[src/rtl/serial_subtractor.sv]
// Bit-serial two's-complement subtractor: A - B through one full-adder cell,
// LSB first, with a start/done handshake and borrow/overflow flags.
module serial_subtractor #(
  parameter int WIDTH = 4
) (
  input  logic             clk,
  input  logic             rst_n,
  input  logic             start,
  input  logic [WIDTH-1:0] a,
  input  logic [WIDTH-1:0] b,
  output logic             busy,
  output logic             done,
  output logic [WIDTH-1:0] diff,
  output logic             borrow,
  output logic             ovf
);

  localparam int CW = $clog2(WIDTH) + 1;
  localparam logic [CW-1:0] LAST_BIT = CW'(WIDTH - 1);

  typedef enum logic [1:0] {IDLE, SHIFT, DONE} state_e;

  state_e           state_q,  state_d;
  logic [WIDTH-1:0] ra_q,     ra_d;
  logic [WIDTH-1:0] rb_q,     rb_d;
  logic [WIDTH-1:0] res_q,    res_d;
  logic             carry_q,  carry_d;
  logic [CW-1:0]    cnt_q,    cnt_d;
  logic             aMsb_q,   aMsb_d;
  logic             bMsb_q,   bMsb_d;
  logic [WIDTH-1:0] diff_q,   diff_d;
  logic             borrow_q, borrow_d;
  logic             ovf_q,    ovf_d;

  logic             bitSum;
  logic             bitCarry;
  logic [WIDTH-1:0] resNext;

  always_comb begin
    state_d  = state_q;
    ra_d     = ra_q;
    rb_d     = rb_q;
    res_d    = res_q;
    carry_d  = carry_q;
    cnt_d    = cnt_q;
    aMsb_d   = aMsb_q;
    bMsb_d   = bMsb_q;
    diff_d   = diff_q;
    borrow_d = borrow_q;
    ovf_d    = ovf_q;

    // Subtraction as A + ~B + 1: B inverted into the cell, carry preset to 1.
    bitSum   = ra_q[0] ^ ~rb_q[0] ^ carry_q;
    bitCarry = (ra_q[0] & ~rb_q[0]) | (ra_q[0] & carry_q) | (~rb_q[0] & carry_q);
    resNext  = {bitSum, res_q[WIDTH-1:1]};

    case (state_q)
      IDLE, DONE: begin
        state_d = IDLE;
        if (start) begin
          state_d = SHIFT;
          ra_d    = a;
          rb_d    = b;
          carry_d = 1'b1;
          cnt_d   = '0;
          aMsb_d  = a[WIDTH-1];
          bMsb_d  = b[WIDTH-1];
        end
      end
      SHIFT: begin
        ra_d    = {1'b0, ra_q[WIDTH-1:1]};
        rb_d    = {1'b0, rb_q[WIDTH-1:1]};
        res_d   = resNext;
        carry_d = bitCarry;
        cnt_d   = cnt_q + 1'b1;
        if (cnt_q == LAST_BIT) begin
          state_d  = DONE;
          diff_d   = resNext;
          borrow_d = ~bitCarry;
          ovf_d    = (aMsb_q != bMsb_q) && (resNext[WIDTH-1] != aMsb_q);
        end
      end
      default: state_d = IDLE;
    endcase
  end

  always_ff @(posedge clk) begin
    if (!rst_n) begin
      state_q  <= IDLE;
      ra_q     <= '0;
      rb_q     <= '0;
      res_q    <= '0;
      carry_q  <= 1'b0;
      cnt_q    <= '0;
      aMsb_q   <= 1'b0;
      bMsb_q   <= 1'b0;
      diff_q   <= '0;
      borrow_q <= 1'b0;
      ovf_q    <= 1'b0;
    end else begin
      state_q  <= state_d;
      ra_q     <= ra_d;
      rb_q     <= rb_d;
      res_q    <= res_d;
      carry_q  <= carry_d;
      cnt_q    <= cnt_d;
      aMsb_q   <= aMsb_d;
      bMsb_q   <= bMsb_d;
      diff_q   <= diff_d;
      borrow_q <= borrow_d;
      ovf_q    <= ovf_d;
    end
  end

  assign busy   = (state_q == SHIFT);
  assign done   = (state_q == DONE);
  assign diff   = diff_q;
  assign borrow = borrow_q;
  assign ovf    = ovf_q;

endmodule

[config.mk]
export PLATFORM = sky130hd
export DESIGN_NAME = serial_subtractor
export DESIGN_NICKNAME = d
export VERILOG_FILES = /design/src/rtl/serial_subtractor.sv
export SDC_FILE = /design/constraint.sdc
export NUM_CORES = 1
export LEC_CHECK = 0
export ABC_AREA = 1
export BUFFER_PORTS_ARGS = -buffer_cell sky130_fd_sc_hd__buf_4
export CAP_MARGIN = 10
export CORE_MARGIN = 2
export CORE_UTILIZATION = 45
export DETAILED_ROUTE_END_ITERATION = 10
export HOLD_SLACK_MARGIN = 0.08
export PLACE_DENSITY = 0.66
export SLEW_MARGIN = 20
export SYNTH_ARGS = -nofsm -noshare
export SYNTH_HDL_FRONTEND = slang
export SYNTH_SLANG_ARGS = --single-unit
[constraint.sdc]
create_clock -name clk -period 1.44 [get_ports clk]
set_input_delay 0.144 -clock clk [delete_from_list [all_inputs] [get_ports clk]]
set_output_delay 0.144 -clock clk [all_outputs]
set_load 0.01 [all_outputs]
==> metrics.md <==
| Metric | Value |
|---|---|
| Status | `complete, no violations` |
| Initial antenna violation count | `0` |
| Die area | `~3100 um2` |
| Final Setup Violations | `0` |
| Post-Route Utilization | `56.11%` |
| Crit-path leading delay family | `adder cells` |
| Fin nets | `between 150 and 200` |
| GRT Resource Usage Total | `around 15%` |
| Synthesis Warnings | `0` |
| Vias per std cell | `4.860` |
| Initial DRC count | `31` |
| Routability cong. | `0.8010` |
| Antenna-violating nets left | `0` |
| Biggest area consumer among synthesized cells | `dfxtp_1` |
| Initial Util | `approximately half` |
| CTS buffer count | `3` |
| Crit path launch type | `register` |
| Max Cap Viol | `0` |
| Pin slew with the least headroom to its limit | `323.4 ps` |
| Final Critical Period | `~1300 ps` |
| Worst path max stage delay | `600 ps` |
| Flop2flop setup slack | `110 ps` |
| Number of diodes | `0` |
| Dpl hpwl | `1616 um` |
| Global route overflow | `0` |
| Vias in the first global route | `between 800 and 900` |
| Critical path data required time | `1670 ps` |
| Hold Path Depth | `3` |
| Slew Limit Fails | `0` |
| Cells after Synth | `154` |
| TritonCTS clock tree | `yes` |
| Clock transition at the registers of the reported paths | `approximately 130 ps` |
| Post-synth cell types | `23` |
| Num ports | `19` |
| Setup tns final | `0 ps` |
| Hold Crit Class | `input pin to register` |
| Detailed Routing Iterations Pass 1 | `4` |
| Final hold vios | `0` |
| Post-synthesis net count | `168` |
| Clock latency reported for the late side of the worst-skew pair | `320 ps` |
| Worst-case reg-to-reg path depth | `5` |
| Hold_sp | `b[3]` |
| CP cell instances | `fa_2 > nand3b_1 > nand3_1 > nand2_1 > inv_1` |
| Peak supply drop | `0.7820 mV` |
| Cell leakage power | `0.6500 nW` |
| CTS Buffer Depth | `2` |
| FF+latch count, synth | `25` |
| Hold path endpoint | `bMsb_q$_SDFFE_PN0P_` |
| Final Cell Area | `1403 um2` |
| Area Growth Syn to Fin | `16.65%` |
| H-tree depth | `1` |
| Routed vias | `1,006` |
| Avg Inst Size Synth | `7.808 um2` |
| Rel. slew slack | `78.41%` |
| Max Clk Rate | `752.2 MHz` |
| Largest net degree at the start of global routing | `22` |
| Die Width | `55.69 um` |
| Clock Tree Root | `clkbuf_4` |
| R2R Path End | `ovf$_SDFFE_PN0P_` |
| Placed cell area | `1295 um2` |
| Unrepaired setup endpoints after global routing | `true` |
| CP max-delay cell | `fa_2` |
| Wire per inst | `between 10 and 15 um` |
| Area of the core | `approximately 2500 um2` |
| Kind of critical path | `register to register` |
| PortBufs | `18` |
| Netlist Area Pre-Place | `between 1000 and 1500 um2` |
| Clock sink count | `25` |
| Fin crit share | `92.32%` |
| Post-synthesis sequential area ratio | `41.62%` |
| Die Ht | `roughly 56 um` |
| Buf/Inv on CP | `1` |
| Global-route wire length before repair | `3795 um` |
| Layout cells sized above 1 | `20.34%` |
| Top cell type's share of synthesized area | `41.62%` |
| Critical Path Sink Type | `register` |
| CP max FO | `4` |
| Routed wire length | `2278 um` |
| Reg-to-Reg Start | `ra_q[0]$_SDFFE_PN0P_` |
| Power density cells | `about 950 nW/um2` |
| DRC Markers | `0` |
| Setup Skew | `5.732 ps` |
| Arr. time, crit path | `1560 ps` |
| Top area cells in the synthesized netlist | `dfxtp_1, nand2_1, nand3_1` |
| Rows | `18` |
what timing repair did:
action	CTS	global route
hold endpoints to repair	5	1
gates resized for setup	1	3
buffers inserted	0	2
hold buffers	5	1
setup endpoints to repair	1	2
pin swaps	0	2
layout by cell type, fill, tap and decap left out:
| master | count |
|---|---|
| nor2_1 | 16 |
| inv_4 | 1 |
| nand3b_1 | 3 |
| buf_4 | 21 |
| dlygate4sd3_1 | 6 |
| dfxtp_1 | 22 |
| o21ai_0 | 6 |
| nand3_4 | 1 |
| nand2_8 | 1 |
| nand2_1 | 29 |
| inv_8 | 1 |
| nand3_1 | 18 |
| a21oi_1 | 12 |
| inv_1 | 20 |
| inv_2 | 1 |
| nor2_4 | 1 |
| dfxtp_2 | 3 |
| nor3_1 | 6 |
| clkbuf_4 | 3 |
| ha_1 | 2 |
| clkbuf_1 | 1 |
| fa_2 | 1 |
| nand2_4 | 2 |
metal layers:
layer  track usage (%)  vias to the layer above  wire [um]
met5                 0                        -          0
met4             2.091                        0         10
met3             5.116                        2        113
met2             24.49                       18       1077
met1             19.63                      457       1077
li1                  -                      529          -
how the worst max path moves through the flow:
stage / slack [ps] / start / depth (start not counted) / endpoint
detailed placement: 110 / rb_q[0]$_SDFFE_PN0P_ / 6 / ovf$_SDFFE_PN0P_
floorplan: 200 / rb_q[0]$_SDFFE_PN0P_ / 6 / ovf$_SDFFE_PN0P_
global route: -2 / rb_q[0]$_SDFFE_PN0P_ / 6 / ovf$_SDFFE_PN0P_
CTS: 30 / state_q[0]$_SDFFE_PN0P_ / 3 / busy
global placement: 160 / rb_q[0]$_SDFFE_PN0P_ / 6 / ovf$_SDFFE_PN0P_
finish: 110 / ra_q[0]$_SDFFE_PN0P_ / 5 / ovf$_SDFFE_PN0P_
through the flow:
stage               hold slack (ps)  power [mW]  cells  setup WS (ps)
floorplan                     285.1      0.9762    154          197.5
global route                  98.35       1.410    207         -2.494
CTS                           80.39       1.334    204          29.08
global placement              371.4       1.003    195          162.5
detailed placement            380.3       1.012    195          105.9
finish                        101.6       1.334    207          110.6
power by group:
group	internal (mW)	switching (mW)	total (mW)
logic	0.117	0.138	0.255
clock network	0.108	0.204	0.313
registers	0.738	0.0283	0.766
cell families (layout without fill, tap and decap cells):
group	after synthesis	in the layout	share of synthesized area, %
AOI/OAI and AO/OA	18	18	7.492
adders and majority gates	3	3	3.746
buffers and inverters	31	54	15.30
DFF	25	25	41.62
and+or+nand+nor	77	77	31.84
cell usage after synthesis:
cell,instances
buf_8,2
nand2_1,29
clkbuf_2,1
inv_4,1
nand3_4,1
nor3_1,6
buf_12,1
inv_1,20
inv_8,1
buf_2,2
a21oi_1,12
dfxtp_1,25
nand2_4,2
buf_6,2
nand2_8,1
nand3_1,18
o21ai_0,6
nand3b_1,3
fa_1,1
nor2_1,16
nor2_4,1
ha_1,2
inv_2,1
worst register-to-register path, cell delays in order, from the launching register on:
cell	delay (ps)
dfxtp_2	350
fa_2	600
nand3b_1	120
nand3_1	70
nand2_1	60
inv_1	30
flip-flops by register name, summed over array words and instances, names as in the netlist:
register and count:
res_q 3, ra_q 4, cnt_q 3, borrow 1
carry_q 1, state_q 2, rb_q 4, bMsb_q 1
aMsb_q 1, diff 4, ovf 1
cell type report:
cell class | count | area [um2]
fill | 253 | 1097
multi-input combinational | 98 | 520.5
sequential | 25 | 504.2
timing repair buffer | 27 | 217.7
inverter | 23 | 96.34
tap | 30 | 37.54
clock buffer | 4 | 26.28
Power figures use the tool's default switching activity.
